### src/rtl/booth_divider_if.sv
// Request/response bundle for the signed sequential divider.
// The requester uses the master modport and the divider uses the slave modport.
interface booth_divider_if #(
    parameter int N = 8
);
    logic             valid;
    logic             ready;
    logic [2*N-1:0]   dividend;
    logic [N-1:0]     divisor;
    logic [N-1:0]     quotient;
    logic [N-1:0]     remainder;
    logic             done;
    logic             div_zero;
    logic             overflow;

    modport master (
        output valid, dividend, divisor,
        input  ready, quotient, remainder, done, div_zero, overflow
    );

    modport slave (
        input  valid, dividend, divisor,
        output ready, quotient, remainder, done, div_zero, overflow
    );
endinterface

### src/rtl/booth_divider.sv
// Signed 2N/N divider built on a restoring shift/subtract loop over operand magnitudes.
// The latency is fixed at N+2 cycles from acceptance to done on every path, including the error paths.
module booth_divider #(
    parameter int N = 8
) (
    input  logic            clk,
    input  logic            rst,
    booth_divider_if.slave  bus
);
    localparam int CW = $clog2(N + 1);

    localparam logic [1:0] S_IDLE = 2'd0;
    localparam logic [1:0] S_PREP = 2'd1;
    localparam logic [1:0] S_ITER = 2'd2;
    localparam logic [1:0] S_FIX  = 2'd3;

    localparam logic [CW-1:0] CNT_INIT = CW'(N);
    localparam logic [CW-1:0] CNT_ONE  = CW'(1);
    localparam logic [N-1:0]  HALF     = {1'b1, {(N-1){1'b0}}};

    logic [1:0]     state_q,     state_d;
    logic [2*N-1:0] dvd_q,       dvd_d;
    logic [N-1:0]   dvs_q,       dvs_d;
    logic           sq_q,        sq_d;
    logic           sr_q,        sr_d;
    logic [N-1:0]   dmag_q,      dmag_d;
    logic [N:0]     rem_acc_q,   rem_acc_d;
    logic [N-1:0]   quo_acc_q,   quo_acc_d;
    logic [CW-1:0]  cnt_q,       cnt_d;
    logic           pre_ovf_q,   pre_ovf_d;
    logic           zero_q,      zero_d;
    logic [N-1:0]   quotient_q,  quotient_d;
    logic [N-1:0]   remainder_q, remainder_d;
    logic           done_q,      done_d;
    logic           div_zero_q,  div_zero_d;
    logic           overflow_q,  overflow_d;

    logic [2*N-1:0] nmag;
    logic [N-1:0]   dmag_w;
    logic [N:0]     trial;
    logic [N:0]     trial_diff;
    logic           trial_ge;
    logic [N-1:0]   q_signed;
    logic [N-1:0]   r_signed;
    logic           ovf;

    // The most negative dividend negates to itself, which is exactly its unsigned magnitude.
    assign nmag   = dvd_q[2*N-1] ? -dvd_q : dvd_q;
    assign dmag_w = dvs_q[N-1]   ? -dvs_q : dvs_q;

    assign trial      = {rem_acc_q[N-1:0], quo_acc_q[N-1]};
    assign trial_ge   = trial >= {1'b0, dmag_q};
    assign trial_diff = trial - {1'b0, dmag_q};

    assign q_signed = sq_q ? -quo_acc_q : quo_acc_q;
    assign r_signed = sr_q ? -rem_acc_q[N-1:0] : rem_acc_q[N-1:0];

    // A negative quotient may reach magnitude 2^(N-1); a positive quotient may not.
    assign ovf = pre_ovf_q | (!sq_q & quo_acc_q[N-1]) | (sq_q & (quo_acc_q > HALF));

    always_comb begin
        state_d     = state_q;
        dvd_d       = dvd_q;
        dvs_d       = dvs_q;
        sq_d        = sq_q;
        sr_d        = sr_q;
        dmag_d      = dmag_q;
        rem_acc_d   = rem_acc_q;
        quo_acc_d   = quo_acc_q;
        cnt_d       = cnt_q;
        pre_ovf_d   = pre_ovf_q;
        zero_d      = zero_q;
        quotient_d  = quotient_q;
        remainder_d = remainder_q;
        done_d      = 1'b0;
        div_zero_d  = div_zero_q;
        overflow_d  = overflow_q;

        case (state_q)
            S_IDLE: begin
                if (bus.valid) begin
                    dvd_d   = bus.dividend;
                    dvs_d   = bus.divisor;
                    sq_d    = bus.dividend[2*N-1] ^ bus.divisor[N-1];
                    sr_d    = bus.dividend[2*N-1];
                    state_d = S_PREP;
                end
            end
            S_PREP: begin
                dmag_d    = dmag_w;
                rem_acc_d = {1'b0, nmag[2*N-1:N]};
                quo_acc_d = nmag[N-1:0];
                cnt_d     = CNT_INIT;
                pre_ovf_d = nmag[2*N-1:N] >= dmag_w;
                zero_d    = dmag_w == '0;
                state_d   = S_ITER;
            end
            S_ITER: begin
                // The loop runs its full length even for error cases, which keeps the latency constant.
                rem_acc_d = trial_ge ? trial_diff : trial;
                quo_acc_d = {quo_acc_q[N-2:0], trial_ge};
                cnt_d     = cnt_q - CNT_ONE;
                if (cnt_q == CNT_ONE) begin
                    state_d = S_FIX;
                end
            end
            S_FIX: begin
                done_d  = 1'b1;
                state_d = S_IDLE;
                if (zero_q) begin
                    quotient_d  = '0;
                    remainder_d = '0;
                    div_zero_d  = 1'b1;
                    overflow_d  = 1'b0;
                end else if (ovf) begin
                    quotient_d  = '0;
                    remainder_d = '0;
                    div_zero_d  = 1'b0;
                    overflow_d  = 1'b1;
                end else begin
                    quotient_d  = q_signed;
                    remainder_d = r_signed;
                    div_zero_d  = 1'b0;
                    overflow_d  = 1'b0;
                end
            end
            default: begin
                state_d = S_IDLE;
            end
        endcase
    end

    always_ff @(posedge clk) begin
        if (rst) begin
            state_q     <= S_IDLE;
            dvd_q       <= '0;
            dvs_q       <= '0;
            sq_q        <= 1'b0;
            sr_q        <= 1'b0;
            dmag_q      <= '0;
            rem_acc_q   <= '0;
            quo_acc_q   <= '0;
            cnt_q       <= '0;
            pre_ovf_q   <= 1'b0;
            zero_q      <= 1'b0;
            quotient_q  <= '0;
            remainder_q <= '0;
            done_q      <= 1'b0;
            div_zero_q  <= 1'b0;
            overflow_q  <= 1'b0;
        end else begin
            state_q     <= state_d;
            dvd_q       <= dvd_d;
            dvs_q       <= dvs_d;
            sq_q        <= sq_d;
            sr_q        <= sr_d;
            dmag_q      <= dmag_d;
            rem_acc_q   <= rem_acc_d;
            quo_acc_q   <= quo_acc_d;
            cnt_q       <= cnt_d;
            pre_ovf_q   <= pre_ovf_d;
            zero_q      <= zero_d;
            quotient_q  <= quotient_d;
            remainder_q <= remainder_d;
            done_q      <= done_d;
            div_zero_q  <= div_zero_d;
            overflow_q  <= overflow_d;
        end
    end

    assign bus.ready     = state_q == S_IDLE;
    assign bus.quotient  = quotient_q;
    assign bus.remainder = remainder_q;
    assign bus.done      = done_q;
    assign bus.div_zero  = div_zero_q;
    assign bus.overflow  = overflow_q;
endmodule

### src/flat_wrapper.sv
// flat-port wrapper written by rule: the top's interface ports become plain ports
module booth_divider_flat 
#(
    parameter int N = 8
)
  (clk, rst, bus_valid, bus_dividend, bus_divisor, bus_ready, bus_quotient, bus_remainder, bus_done, bus_div_zero, bus_overflow);
  booth_divider_if #(.N(N)) bus_i ();
  input  logic clk;
  input  logic rst;
  input wire logic [$bits(bus_i.valid)-1:0] bus_valid;
  input wire logic [$bits(bus_i.dividend)-1:0] bus_dividend;
  input wire logic [$bits(bus_i.divisor)-1:0] bus_divisor;
  output wire logic [$bits(bus_i.ready)-1:0] bus_ready;
  output wire logic [$bits(bus_i.quotient)-1:0] bus_quotient;
  output wire logic [$bits(bus_i.remainder)-1:0] bus_remainder;
  output wire logic [$bits(bus_i.done)-1:0] bus_done;
  output wire logic [$bits(bus_i.div_zero)-1:0] bus_div_zero;
  output wire logic [$bits(bus_i.overflow)-1:0] bus_overflow;
  assign bus_i.valid = bus_valid;
  assign bus_i.dividend = bus_dividend;
  assign bus_i.divisor = bus_divisor;
  assign bus_ready = bus_i.ready;
  assign bus_quotient = bus_i.quotient;
  assign bus_remainder = bus_i.remainder;
  assign bus_done = bus_i.done;
  assign bus_div_zero = bus_i.div_zero;
  assign bus_overflow = bus_i.overflow;
  booth_divider #(.N(N)) u_core (.clk(clk), .rst(rst), .bus(bus_i));
endmodule
### config.mk
export PLATFORM = sky130hd
export DESIGN_NAME = booth_divider_flat
export DESIGN_NICKNAME = d
export VERILOG_FILES = /design/src/rtl/booth_divider_if.sv /design/src/rtl/booth_divider.sv /design/src/flat_wrapper.sv
export SDC_FILE = /design/constraint.sdc
export NUM_CORES = 1
export LEC_CHECK = 0
export CORE_UTILIZATION = 57
export CTS_CLUSTER_SIZE = 16
export DETAILED_ROUTE_END_ITERATION = 7
export MAX_ROUTING_LAYER = met4
export PLACE_DENSITY = 0.81
export SYNTH_ARGS = -nofsm -noshare
export SYNTH_HDL_FRONTEND = slang
export SYNTH_SLANG_ARGS = --single-unit
### constraint.sdc
create_clock -name clk -period 3 [get_ports clk]
set_input_delay 0.6 -clock clk [delete_from_list [all_inputs] [get_ports clk]]
set_output_delay 0.6 -clock clk [all_outputs]
set_load 0.005 [all_outputs]
# After elaboration in Yosys (flattened, before gate mapping)
# Index checks and enable logic that the tools add are counted.
[op_classes]
add_sub_neg = 6
magnitude_cmp = 3
n_eq_ne = 6
mux = 19
bitwise_logic = 5
reduce_logical = 6
[ops]
columns = ["op", "count"]
rows = [
  ["two-way mux 8 bit", 8],
  ["one-hot mux 8 bit (2 select lines)", 2],
  ["negator 8 bit", 3],
  ["two-way mux 16 bit", 1],
  ["negator 16 bit", 1],
  ["greater-or-equal comparator 9 x 8 -> 1 bit", 1],
  ["greater-or-equal comparator 8 bit", 1],
  ["> comparator 8 bit, second input constant", 1],
  ["logical NOT 8 bit", 1],
  ["one-hot mux 2 bit (4 select lines)", 1],
  ["one-hot mux 4 bit (2 select lines)", 1],
  ["subtractor 8 bit", 1],
  ["== test 2 bit, second input constant", 2],
  ["== test 4 x 1 -> 1 bit, second input constant", 1],
  ["two-way mux 1 bit", 4],
  ["two-way mux 2 bit", 2],
  ["AND reduction 2 bit", 2],
  ["subtractor 4 x 1 -> 4 bit, second input constant", 1],
  ["bitwise AND 1 bit", 2],
  ["== test 2 x 1 -> 1 bit, second input constant", 1],
  ["logical NOT 2 bit", 1],
  ["!= test 2 x 1 -> 1 bit, second input constant", 1],
  ["!= test 2 bit, second input constant", 1],
  ["OR 1 bit", 2],
  ["other kinds (3)", 3],
]
[totals]
ff_bits = 77
input_bits = 27
output_inout_bits = 20
elab_cells = 61

# Depth between registers and ports, before layout
# Gate-level depths: netlist (run 1).
[depth]
word_depth = 6
mapped_depth = 11
depth_no_buf = 11

# Worst setup path before layout (run 1)
# No wires, ideal clock.
[synth_timing]
kind = "reg2reg"
startpoint = "reg u_core.dvd_q[8]"
endpoint = "reg u_core.pre_ovf_q"
setup_ns = 0.059
arrival_time_ns = 2.317
required_time_ns = 2.941
path_slack_ns = 0.624
path_stages_with_launch = 10
path_buffers = 0
period_less_slack_ns = 2.376
cell_sequence = "dfxtp_1 > or4_4 > or3_4 > o21ai_2 > xnor2_1 > ha_1 > or3_1 > nor2_1 > a2111oi_0 > o31a_1"
[synth_between]
elab_chain_cells = 3
[synth_rtl]
columns = ["item", "line_no", "source"]
rows = [
  ["from (decl)", "booth_divider.sv:22", "logic [2*N-1:0] dvd_q, dvd_d;"],
  ["from (signal assigned)", "booth_divider.sv:153", "dvd_q <= dvd_d;"],
  ["negator 16 bit", "booth_divider.sv:48", "assign nmag = dvd_q[2*N-1] ? -dvd_q : dvd_q;"],
  ["two-way mux 16 bit *", "booth_divider.sv:48", ""],
  ["greater-or-equal comparator 8 bit *", "booth_divider.sv:94", "pre_ovf_d = nmag[2*N-1:N] >= dmag_w;"],
  ["to (signal assigned)", "booth_divider.sv:161", "pre_ovf_q <= pre_ovf_d;"],
  ["to (decl)", "booth_divider.sv:30", "logic pre_ovf_q, pre_ovf_d;"],
]
# Every way passes the cells marked *; elsewhere a longest branch is shown, timed or not.
# A chain may end at the register's enable or synchronous reset.

# Worst setup path in the final report (run 1)
# Ends and elaborated chain as after synthesis.

==> metrics.csv, run 1 <==
stage;metric;value;unit
clock_tree;cts_buffers;9;
logic_synthesis;postSynth.asyncResetShare;0;%
sta;max_slew_margin;51.0;%
pwr;cellLeakagePower;1.84;nW
sta;timing.clock.skew;0.00756;ns
status;outcome;finished, final reports clean;
clock_tree;clk_latency;0.35;ns
cells_and_area;antennaDiodeCount;0;
cells_and_area;proportion_of_layout_cells_with_a_drive_suffix_above_1;6.07;%
logic_synthesis;ys_ff_latch;76;
pwr;total_power_per_unit_cell_area;962;nW/um^2
setup_path;worst-path-stages;9;
clock_tree;cts_max_level;3;
die;floorplan.die.width;88.6;um
run;drv.max_cap_violation_count;0;
die;floorplan.io_pins;47;
detailed_routing;detailedRoute.firstIterationViolations;261;
setup_path;critical-path-top-delay-family;simple AND/OR/NAND/NOR gates;
detailed_routing;detail_route.first_pass.iterations;4;
detailed_routing;drt_wirelength;9400;um
sta;hold_viol_final;0;
logic_synthesis;synth.yosys.warnings;0;
setup_path;worst_path_max_delay_cell;or4_4;
placement;port_buffers;46;
clock_tree;holdBufCountCts;0;
global_routing;pin_count_of_the_biggest_net_entering_global_routing;40;
logic_synthesis;postSynthCellCount;534;
setup_path;worstPathMaxFanout;6;
sta;timing.setup.tns;0;ns
cells_and_area;finish.net_count;626;
logic_synthesis;combined_area_of_all_synthesized_cells;4270;um^2
detailed_routing;via_count;3738;
cells_and_area;layout.cells.most_common;nand2_1;
die;fp.coreArea;7250;um^2
logic_synthesis;netlist_top_cells_area;dfxtp_1, nand2_1, ha_1;
setup_path;cp.buffers_inverters;0;
setup_path;slowest_delay;0.56;ns
setup_path;cp_cell_sequence;or4_4 -> or3_4 -> o21ai_2 -> xnor2_1 -> ha_1 -> or3_1 -> nor2_1 -> a2111oi_0 -> o31a_1;
setup_path;end_kind;flop;
detailed_routing;route.antenna.remaining_nets;0;
placement;routabilityCongestion;0.920;
clock_tree;clock-sinks;76;
sta;timing.fmax;376;MHz
sta;post-route-min-period;2.66;ns
setup_path;critical_path_arrival;2.96;ns
logic_synthesis;synth_top_area_cell;dfxtp_1;
global_routing;grt_pass1_wl;16300;um
placement;dpl.hpwl;7120;um
hold_path;holdPathStages;2;
die;starting_density_of_the_core;58.9;%
setup_path;startpoint_type;flop;
setup_path;critical_path_rt;3.30;ns
clock_tree;cts.reportedPaths.clkPinSlew;0.08;ns
logic_synthesis;synth_flop_cell;dfxtp_1;
hold_path;hp-class;reg -> reg;
sta;number_of_pins_with_negative_max_slew_slack_in_the_final_report;0;
logic_synthesis;yosysSeqAreaShare;35.6;%
global_routing;grt_overflow_total;0;
clock_tree;post_cts.resized_instances;0;
die;placementRows;31;
clock_tree;cts_buffer_depth;2;
clock_tree;cts_tree;done;
die;die-area;7850;um^2
pwr;vdd_drop_max;0.448;mV
global_routing;grt_pass1_vias;3528;
cells_and_area;nFillCells;629;
logic_synthesis;synth_net_count;588;
setup_path;worstRegToRegCells;9;
detailed_routing;count_of_unresolved_drc_violations_after_routing;0;
setup_path;timing_worst_setup_path_type;reg -> reg;
detailed_routing;avgViaCountPerCell;5.53;
sta;grt_setup_unrepaired;false;
placement;place.detailed.instances;660;
pwr;fin_total_pwr;0.00480;W
die;die_h;88.6;um
logic_synthesis;synth-edff-count;0;
clock_tree;clock_tree.root_cell;clkbuf_8;
sta;final.period_utilization;88.7;%
cells_and_area;areaGrowthSynthToFinish;16.6;%
logic_synthesis;mean_post_synth_cell_area;8.00;um^2
sta;setup_violations;0;
clock_tree;post_cts.repair.setup_buffers;0;
sta;worstMarginPinSlew;0.733;ns
logic_synthesis;yosysTopAreaCellShare;35.6;%
detailed_routing;routed_wire_length_per_instance;13.9;um
logic_synthesis;synthDistinctLibCells;57;
global_routing;overall_routing_resource_usage;27.8;%
cells_and_area;layout_common_cells;nand2_1, dfxtp_1, nor2_1, a21oi_1, clkdlybuf4s50_1;
cells_and_area;layout.cells.non_filler;676;
global_routing;antenna_found_initial;0;
worst reg2reg max path: cells and delay by family, from the launching register on:
kind / cells / cell delay, ns
AOI/OAI and AO/OA: 3 / 0.78
xor gates and xnor gates: 1 / 0.18
adders and majority gates: 1 / 0.19
DFF: 1 / 0.36
and+or+nand+nor: 4 / 1.11
final cells by class:
type	instances	area, um^2	area share, %
multi-input cells	402	2520	50.7
flip-flops and latches	76	1520	30.5
repair buffers	53	508	10.2
clock buffers	10	128	2.56
well taps	99	124	2.49
inverters	30	113	2.26
clock inverters	6	65.1	1.31
power by group:
part / internal (W) / leakage [nW] / switching, W / total (W)
combinational: 0.00107 / 1.13 / 0.00148 / 0.00255
clock: 0.000384 / 0.0962 / 0.000388 / 0.000772
sequential: 0.00121 / 0.619 / 0.000261 / 0.00148
total: 0.00266 / 1.84 / 0.00213 / 0.00480
sequential cells by signal, indices dropped and copies added (netlist names):
register	count
u_core.bus.div_zero	1
u_core.bus.done	1
u_core.bus.overflow	1
u_core.bus.quotient	8
u_core.bus.remainder	8
u_core.cnt_q	4
u_core.dmag_q	8
u_core.dvd_q	15
u_core.dvs_q	8
u_core.pre_ovf_q	1
u_core.quo_acc_q	8
u_core.rem_acc_q	8
u_core.sq_q	1
u_core.sr_q	1
u_core.state_q	2
u_core.zero_q	1
cell families after synthesis:
family,Yosys count,synth area share [%]
mux,15,3.51
fa+ha+maj,27,8.08
simple gates,192,20.7
compound gates,134,19.8
xor+xnor,34,6.97
flops,76,35.6
buf+inv,56,5.30
final timing paths:
kind,slack (ns),start,end
hold reg to reg,0.46,u_core.bus.quotient[2]$_SDFFE_PP0P_,u_core.bus.quotient[2]$_SDFFE_PP0P_
hold / removal,0.46,u_core.bus.quotient[2]$_SDFFE_PP0P_,u_core.bus.quotient[2]$_SDFFE_PP0P_
setup reg to reg,0.34,u_core.dvd_q[8]$_SDFFE_PP0P_,u_core.pre_ovf_q$_SDFFE_PP0N_
setup / recovery,0.34,u_core.dvd_q[8]$_SDFFE_PP0P_,u_core.pre_ovf_q$_SDFFE_PP0N_
synthesized netlist by cell type, types with 12 or more instances:
cell type / number
nand2_1: 94
dfxtp_1: 76
nor2_1: 48
a21oi_1: 45
o21ai_0: 30
inv_1: 29
ha_1: 26
clkbuf_1: 20
xnor2_1: 19
mux2i_1: 15
xor2_1: 15
a211oi_1: 12
o31ai_1: 12
metrics by stage:
| step | utilization (%) | setup WS (ns) | cell area, um^2 | hold WS [ns] |
|---|---|---|---|---|
| after floorplan | - | 0.624 | 4270 | 0.449 |
| after global placement | 66.1 | 0.566 | 4790 | 0.433 |
| after detailed placement | 66.1 | 0.436 | 4790 | 0.446 |
| after CTS | 68.7 | 0.422 | 4980 | 0.463 |
| after global routing | 68.7 | 0.131 | 4980 | 0.483 |
| final | 68.7 | 0.338 | 4980 | 0.456 |
per-layer routing:
layer | routed length [um] | vias up | global-route usage, %
li1 | - | 1919 | -
met1 | 4220 | 1694 | 35.0
met2 | 4410 | 100 | 43.6
met3 | 475 | 25 | 3.92
met4 | 296 | 0 | 14.1
met5 | 0 | - | -
Note: power is estimated with default switching activity, not from simulation.
==> run 2: changes to the inputs <==
--- a/config.mk
+++ b/config.mk
@@ -5,6 +5,7 @@
 export SDC_FILE = /design/constraint.sdc
 export NUM_CORES = 1
 export LEC_CHECK = 0
+export CORE_MARGIN = 10
 export CORE_UTILIZATION = 57
 export CTS_CLUSTER_SIZE = 16
 export DETAILED_ROUTE_END_ITERATION = 7
==> run 2 against run 1 <==
Net effect:
- combinational power is essentially flat
- sequential cell count is the same
- clock skew grew 0.0035 ns
- count of clock-buffer cells in the layout is the same
- critical endpoint unchanged
- die area grew 45%
- largest cell class unchanged
==> metrics.csv, run 2 (synthesis gave the netlist of run 1 again) <==
stage;metric;value;unit;change
setup_path;critical-path-top-delay-family;simple AND/OR/NAND/NOR gates;;
pwr;vdd_drop_max;0.471;mV;+5.1%
setup_path;worstRegToRegCells;9;;unchanged
die;placementRows;31;;unchanged
clock_tree;cts.reportedPaths.clkPinSlew;0.08;ns;about the same
global_routing;overall_routing_resource_usage;18.0;%;-9.8 points
sta;worstMarginPinSlew;0.921;ns;+0.188 ns
sta;timing.fmax;382;MHz;+1.7%
detailed_routing;detailedRoute.firstIterationViolations;159;;-39%
detailed_routing;routed_wire_length_per_instance;14.6;um;+4.8%
setup_path;timing_worst_setup_path_type;reg -> reg;;
placement;routabilityCongestion;0.939;;+2.1%
setup_path;ff2ff_setup_slack;0.38;ns;+0.05 ns
cells_and_area;finish.net_count;625;;-0.16%
cells_and_area;layout.cells.most_common;nand2_1;;
detailed_routing;detail_route.first_pass.iterations;5;;+1
global_routing;grt_pass1_vias;3595;;+1.9%
setup_path;worst_setup_path_endpoint;u_core.pre_ovf_q$_SDFFE_PP0N_;;
hold_path;hp-class;reg -> reg;;
setup_path;cp_cell_sequence;or4_4 -> or3_4 -> o21ai_2 -> xnor2_1 -> ha_1 -> or3_1 -> nor2_1 -> a2111oi_0 -> o31a_1;;
cells_and_area;proportion_of_layout_cells_with_a_drive_suffix_above_1;5.91;%;-0.15 points
clock_tree;cts_buffers;9;;unchanged
setup_path;startpoint_type;flop;;
pwr;sw_frac_of_total;45.2;%;+0.79 points
die;floorplan.die.width;107;um;+20%
global_routing;antenna_found_initial;0;;unchanged
setup_path;r2r_end;u_core.pre_ovf_q$_SDFFE_PP0N_;;
sta;number_of_pins_with_negative_max_slew_slack_in_the_final_report;0;;unchanged
die;starting_density_of_the_core;58.9;%;unchanged
global_routing;pin_count_of_the_biggest_net_entering_global_routing;37;;-7.5%
sta;post-route-min-period;2.62;ns;-0.0451 ns
detailed_routing;drt_wirelength;9820;um;+4.4%
clock_tree;clock_tree.root_cell;clkbuf_8;;
sta;grt_setup_unrepaired;false;;
run;drv.max_cap_violation_count;0;;unchanged
detailed_routing;count_of_unresolved_drc_violations_after_routing;0;;unchanged
die;die_h;107;um;+20%
pwr;power_frac_seq;31.0;%;+0.2 points
setup_path;worst-path-stages;9;;unchanged
cells_and_area;register_with_the_most_flip_flops;u_core.dvd_q;;
setup_path;critical_path_rt;3.30;ns;about the same
cells_and_area;nFillCells;617;;-1.9%
sta;hold_viol_final;0;;unchanged
detailed_routing;via_count;3753;;+0.40%
die;floorplan.io_pins;47;;unchanged
pwr;cellLeakagePower;1.83;nW;-0.64%
clock_tree;holdBufCountCts;0;;unchanged
clock_tree;post_cts.repair.setup_buffers;0;;unchanged
placement;port_buffers;46;;unchanged
clock_tree;clk_latency;0.36;ns;about the same
clock_tree;post_cts.resized_instances;0;;unchanged
sta;timing.clock.skew;0.0111;ns;+0.00353 ns
pwr;comb_power_share;53.9;%;+0.8 points
global_routing;grt_pass1_wl;16600;um;+1.4%
clock_tree;clock-sinks;76;;unchanged
setup_path;worst_path_max_delay_cell;or4_4;;
clock_tree;cts_tree;done;;
sta;setup_violations;0;;unchanged
status;outcome;finished, final reports clean;;
clock_tree;cts_max_level;3;;unchanged
sta;timing.setup.tns;0;ns;unchanged
cells_and_area;ff_latch_area;1520;um^2;unchanged
die;die-area;11400;um^2;+45%
cells_and_area;final_core_utilization;68.5;%;-0.17 points
setup_path;critical_path_arrival;2.92;ns;-0.04 ns
cells_and_area;largest_reg_flops;15;;unchanged
cells_and_area;areaGrowthSynthToFinish;16.3;%;
sta;final.period_utilization;87.2;%;-1.5 points
sta;max_slew_margin;38.4;%;-13 points
pwr;total_power_per_unit_cell_area;957;nW/um^2;-0.60%
setup_path;worstPathMaxFanout;6;;unchanged
setup_path;worstSetupStartpoint;u_core.dvd_q[8]$_SDFFE_PP0P_;;
cells_and_area;antennaDiodeCount;0;;unchanged
sta;finalHoldWorstSlack;0.455;ns;-0.00120 ns
clock_tree;cts_buffer_depth;2;;unchanged
pwr;internal-power;0.00260;W;-2.3%
detailed_routing;route.antenna.remaining_nets;0;;unchanged
pwr;relative_contribution_of_the_clock_network_to_total_power;15.2;%;-0.9 points
setup_path;slowest_delay;0.56;ns;about the same
cells_and_area;layout_common_cells;nand2_1, dfxtp_1, nor2_1, a21oi_1, clkdlybuf4s50_1;;
global_routing;grt_overflow_total;0;;unchanged
detailed_routing;avgViaCountPerCell;5.57;;+0.70%
cells_and_area;footprint_of_the_multi_input_gates;2520;um^2;unchanged
placement;dpl.hpwl;7430;um;+4.3%
setup_path;cp.buffers_inverters;0;;unchanged
pwr;power_switching;0.00215;W;+0.92%
setup_path;end_kind;flop;;
die;fp.coreArea;7250;um^2;unchanged
setup_path;worst_r2r_startpoint;u_core.dvd_q[8]$_SDFFE_PP0P_;;
[run 2: changes by cell type in the layout (fill, tap and decap cells not counted), sizes merged]
cell / delta
clkinvlp: +1
inv: +1
clkinv: -2
bufinv: -1
buf: -1
[run 2: power by group through the flow]
stage	registers [W]	clock network [W]	logic, W
2_1_floorplan	0.00140	0	0.00205
3_3_place_gp	0.00148	0	0.00244
3_5_place_dp	0.00149	0	0.00252
4_1_cts	0.00147	0.000728	0.00254
5_1_grt	0.00151	0.000775	0.00287
6_report	0.00147	0.000721	0.00256
[run 2: final cells by class]
type	count	area share, %
Clock inverter	5	0.755
Clock buffer	10	2.77
Timing Repair Buffer	52	10.3
Inverter	30	2.27
Tap cell	99	2.49
Sequential cell	76	30.6
Multi-Input combinational cell	402	50.8
[run 2: worst min path at each step]
stage	depth (start not counted)	slack (ns)	end	from
3_5_place_dp	2	0.44	u_core.bus.quotient[0]$_SDFFE_PP0P_	u_core.bus.quotient[0]$_SDFFE_PP0P_
2_1_floorplan	2	0.45	u_core.bus.quotient[0]$_SDFFE_PP0P_	u_core.bus.quotient[0]$_SDFFE_PP0P_
6_report	2	0.46	u_core.bus.remainder[6]$_SDFFE_PP0P_	u_core.bus.remainder[6]$_SDFFE_PP0P_
3_3_place_gp	2	0.43	u_core.bus.quotient[1]$_SDFFE_PP0P_	u_core.bus.quotient[1]$_SDFFE_PP0P_
5_1_grt	2	0.49	u_core.bus.remainder[2]$_SDFFE_PP0P_	u_core.bus.remainder[2]$_SDFFE_PP0P_
4_1_cts	2	0.46	u_core.bus.quotient[0]$_SDFFE_PP0P_	u_core.bus.quotient[0]$_SDFFE_PP0P_
[run 2: worst min-delay path, cell delays in order (launching register included)]
cell and delay, ns:
dfxtp_1 0.33, nand2_1 0.04, o21ai_0 0.05
[run 2: stage by stage]
step / setup slack (ns) / area (um^2) / power (W) / std cells
2_1_floorplan: 0.624 / 4270 / 0.00345 / 534
3_3_place_gp: 0.567 / 4800 / 0.00391 / 659
3_5_place_dp: 0.426 / 4800 / 0.00401 / 659
4_1_cts: 0.389 / 4970 / 0.00473 / 674
5_1_grt: 0.240 / 4970 / 0.00515 / 674
6_report: 0.383 / 4970 / 0.00476 / 674
[run 2: routing by layer]
layer  vias up  GRT usage, %  wire, um
met5         -             -         0
met4         0          7.35       110
met3        13          4.13       534
met2       109          28.6      4660
met1      1719          21.5      4520
li1       1912             -         -
==> run 3: changes to the inputs <==
--- a/config.mk
+++ b/config.mk
@@ -5,12 +5,13 @@
 export SDC_FILE = /design/constraint.sdc
 export NUM_CORES = 1
 export LEC_CHECK = 0
+export ABC_AREA = 1
 export CORE_MARGIN = 10
 export CORE_UTILIZATION = 57
 export CTS_CLUSTER_SIZE = 16
 export DETAILED_ROUTE_END_ITERATION = 7
 export MAX_ROUTING_LAYER = met4
-export PLACE_DENSITY = 0.81
+export PLACE_DENSITY = 0.8
 export SYNTH_ARGS = -nofsm -noshare
 export SYNTH_HDL_FRONTEND = slang
 export SYNTH_SLANG_ARGS = --single-unit
==> run 3 against run 2 <==
Net effect:
- sequential share of layout area is 1.8 points lower
- clock skew about the same
- sequential power grew 3%
- worst hold slack improved by 0.021 ns
- critical path depth fell by 1
- synthesized cell count grew 29%
- largest cell class unchanged
==> metrics.csv, run 3 <==
stage;metric;value;unit;change
hold_path;holdPathStages;2;;unchanged
setup_path;critical_path_rt;3.28;ns;-0.02 ns
logic_synthesis;post-synth-top-count-cell;nand2_1;;
sta;grt_setup_unrepaired;false;;
global_routing;overall_routing_resource_usage;19.9;%;+2.0 points
detailed_routing;drt_wirelength;11200;um;+14%
setup_path;ff2ff_setup_slack;0.76;ns;+0.38 ns
die;placementRows;32;;+3.2%
setup_path;worstPathMaxFanout;17;;+11
detailed_routing;detailedRoute.firstIterationViolations;294;;+85%
pwr;total_power_per_unit_cell_area;1120;nW/um^2;+17%
logic_synthesis;synth_net_count;742;;+26%
clock_tree;cts_max_level;3;;unchanged
die;fp.coreArea;7810;um^2;+7.6%
logic_synthesis;ys_ff_latch;76;;unchanged
sta;worstMarginPinSlew;0.825;ns;-0.0964 ns
setup_path;worst_r2r_startpoint;u_core.state_q[0]$_SDFFE_PP0P_;;
clock_tree;cts.reportedPaths.clkPinSlew;0.08;ns;about the same
cells_and_area;layout.cells.most_common;nand2_1;;
cells_and_area;nFillCells;713;;+16%
clock_tree;post_cts.resized_instances;0;;unchanged
logic_synthesis;synth_flop_cell;dfxtp_1;;
logic_synthesis;postSynthCellCount;688;;+29%
global_routing;antenna_found_initial;0;;unchanged
placement;dpl.hpwl;8690;um;+17%
logic_synthesis;yosys-top-cells-count;nand2_1, inv_1, dfxtp_1, nor2_1, a21oi_1;;
detailed_routing;routed_wire_length_per_instance;13.5;um;-7.3%
logic_synthesis;yosysSeqAreaShare;33.0;%;-2.6 points
logic_synthesis;yosysTopAreaCellShare;33.0;%;-2.6 points
sta;finalHoldWorstSlack;0.476;ns;+0.0211 ns
detailed_routing;route.antenna.remaining_nets;0;;unchanged
cells_and_area;finish.net_count;778;;+24%
cells_and_area;layout_common_cells;nand2_1, inv_1, dfxtp_1, nor2_1, a21oi_1;;
sta;timing.clock.skew;0.0112;ns;+0.000154 ns
pwr;cellLeakagePower;2.33;nW;+27%
global_routing;grt_pass1_wl;19200;um;+16%
sta;timing.setup.tns;0;ns;unchanged
clock_tree;clock_tree.root_cell;clkbuf_8;;
cells_and_area;proportion_of_layout_cells_with_a_drive_suffix_above_1;9.07;%;+3.2 points
clock_tree;post_cts.repair.setup_buffers;0;;unchanged
clock_tree;clock-sinks;76;;unchanged
clock_tree;clk_latency;0.36;ns;about the same
logic_synthesis;mean_post_synth_cell_area;6.69;um^2;-16%
sta;hold_viol_final;0;;unchanged
setup_path;timing_worst_setup_path_type;reg -> reg;;
run;drv.max_cap_violation_count;0;;unchanged
global_routing;grt_overflow_total;0;;unchanged
cells_and_area;areaGrowthSynthToFinish;14.7;%;
logic_synthesis;synth.yosys.warnings;0;;unchanged
die;die_h;110;um;+3.1%
logic_synthesis;netlist_top_cells_area;dfxtp_1, nand2_1, ha_1;;
die;die-area;12100;um^2;+6.3%
logic_synthesis;postSynth.asyncResetShare;0;%;unchanged
setup_path;critical_path_arrival;2.52;ns;-0.40 ns
die;floorplan.die.width;110;um;+3.1%
logic_synthesis;synth-edff-count;0;;unchanged
die;floorplan.io_pins;47;;unchanged
clock_tree;cts_buffers;9;;unchanged
hold_path;hp-class;reg -> reg;;
setup_path;r2r_end;u_core.quo_acc_q[6]$_SDFFE_PP0P_;;
sta;final.period_utilization;74.7;%;-13 points
detailed_routing;avgViaCountPerCell;5.33;;-4.3%
sta;timing.fmax;446;MHz;+17%
hold_path;hold_path_endpoint;u_core.bus.remainder[7]$_SDFFE_PP0P_;;
setup_path;end_kind;flop;;
sta;number_of_pins_with_negative_max_slew_slack_in_the_final_report;0;;unchanged
clock_tree;cts_tree;done;;
cells_and_area;register_with_the_most_flip_flops;u_core.dvd_q;;
sta;setup_violations;0;;unchanged
logic_synthesis;synthDistinctLibCells;38;;-33%
clock_tree;cts_buffer_depth;2;;unchanged
setup_path;startpoint_type;flop;;
pwr;vdd_drop_max;0.499;mV;+6.1%
die;starting_density_of_the_core;59.0;%;+0.081 points
detailed_routing;detail_route.first_pass.iterations;6;;+1
detailed_routing;count_of_unresolved_drc_violations_after_routing;0;;unchanged
cells_and_area;largest_reg_flops;15;;unchanged
placement;port_buffers;46;;unchanged
clock_tree;holdBufCountCts;0;;unchanged
cells_and_area;antennaDiodeCount;0;;unchanged
hold_path;timing.hold.worst.start;u_core.bus.remainder[7]$_SDFFE_PP0P_;;
global_routing;pin_count_of_the_biggest_net_entering_global_routing;48;;+30%
placement;routabilityCongestion;0.990;;+5.5%
global_routing;grt_pass1_vias;4058;;+13%
logic_synthesis;synth_top_area_cell;dfxtp_1;;
status;outcome;finished, final reports clean;;
detailed_routing;via_count;4421;;+18%
sta;post-route-min-period;2.24;ns;-0.376 ns
sta;max_slew_margin;45.0;%;+6.6 points
setup_path;worstRegToRegCells;8;;-1
logic_synthesis;combined_area_of_all_synthesized_cells;4610;um^2;+7.8%
==> run 3: cell types whose count changed after synthesis, sizes merged, moves of 12 or more <==
| cell | delta |
|---|---|
| o21ai | +14 |
| nand2 | +80 |
| a21oi | +25 |
| nor2 | +24 |
| xnor2 | -17 |
| o31ai | -12 |
| a211oi | -12 |
| inv | +61 |
| nand3 | +53 |
| mux2i | -15 |
==> run 3: area by class of cell <==
type / instances / area (um^2) / share of cell area, %
Inverter: 91 / 342 / 6.47
Tap cell: 102 / 128 / 2.42
Clock inverter: 6 / 65.1 / 1.23
Timing Repair Buffer: 50 / 485 / 9.19
Clock buffer: 9 / 124 / 2.34
Multi-Input combinational cell: 496 / 2620 / 49.5
Sequential cell: 76 / 1520 / 28.8
==> run 3: worst max path at each step <==
stage,start,end,slack (ns)
finish,u_core.state_q[0]$_SDFFE_PP0P_,u_core.quo_acc_q[6]$_SDFFE_PP0P_,0.76
global route,u_core.state_q[1]$_SDFFE_PP0P_,u_core.quo_acc_q[6]$_SDFFE_PP0P_,0.47
CTS,u_core.state_q[1]$_SDFFE_PP0P_,u_core.quo_acc_q[6]$_SDFFE_PP0P_,0.79
detailed placement,u_core.state_q[1]$_SDFFE_PP0P_,u_core.quo_acc_q[6]$_SDFFE_PP0P_,0.80
global placement,u_core.state_q[0]$_SDFFE_PP0P_,u_core.quo_acc_q[6]$_SDFFE_PP0P_,0.89
floorplan,u_core.dvd_q[0]$_SDFFE_PP0P_,u_core.pre_ovf_q$_SDFFE_PP0N_,1.14
==> run 3: metal layers <==
layer / vias up / GRT usage [%] / share of wire, %
li1: 2299 / - / -
met1: 1992 / 26.9 / 49
met2: 113 / 30.3 / 45
met3: 17 / 3.80 / 5.0
met4: 0 / 4.18 / 1.1
met5: - / - / 0
==> run 3: worst max-delay path, cell delays in order (launching register included) <==
cell and delay [ns]:
dfxtp_1 0.40, inv_1 0.09, ha_1 0.30, inv_1 0.19, nor2_2 0.61, inv_1 0.16
a21oi_1 0.14, o21ai_0 0.13, a31oi_1 0.15
==> run 3: kinds of logic (layout without fill, tap and decap cells) <==
| kind of cell | after synthesis | count (layout) | share of synthesized area, % |
|---|---|---|---|
| AOI/OAI and AO/OA | 134 | 134 | 16.5 |
| xor gates and xnor gates | 13 | 13 | 2.47 |
| adders and majority gates | 27 | 27 | 7.50 |
| buffers and inverters | 116 | 156 | 10.1 |
| DFF | 76 | 76 | 33.0 |
| and+or+nand+nor | 322 | 322 | 30.3 |
==> run 3: power by group <==
part	switching, W	leakage, nW	internal, W
logic	0.00231	1.61	0.00131
registers	0.000249	0.621	0.00127
clock network	0.000403	0.0955	0.000381
total	0.00296	2.33	0.00296
==> run 3: metrics by stage <==
step                      util [%]  std cells  cell area [um^2]  total power, W  worst slack (ns)
after global routing          67.7        830              5280         0.00650             0.467
after CTS                     67.7        830              5280         0.00591             0.786
after detailed placement      65.2        815              5090         0.00511             0.799
final                         67.7        830              5280         0.00592             0.759
after global placement        65.2        815              5090         0.00505             0.888
after floorplan                  -        688              4610         0.00435              1.14
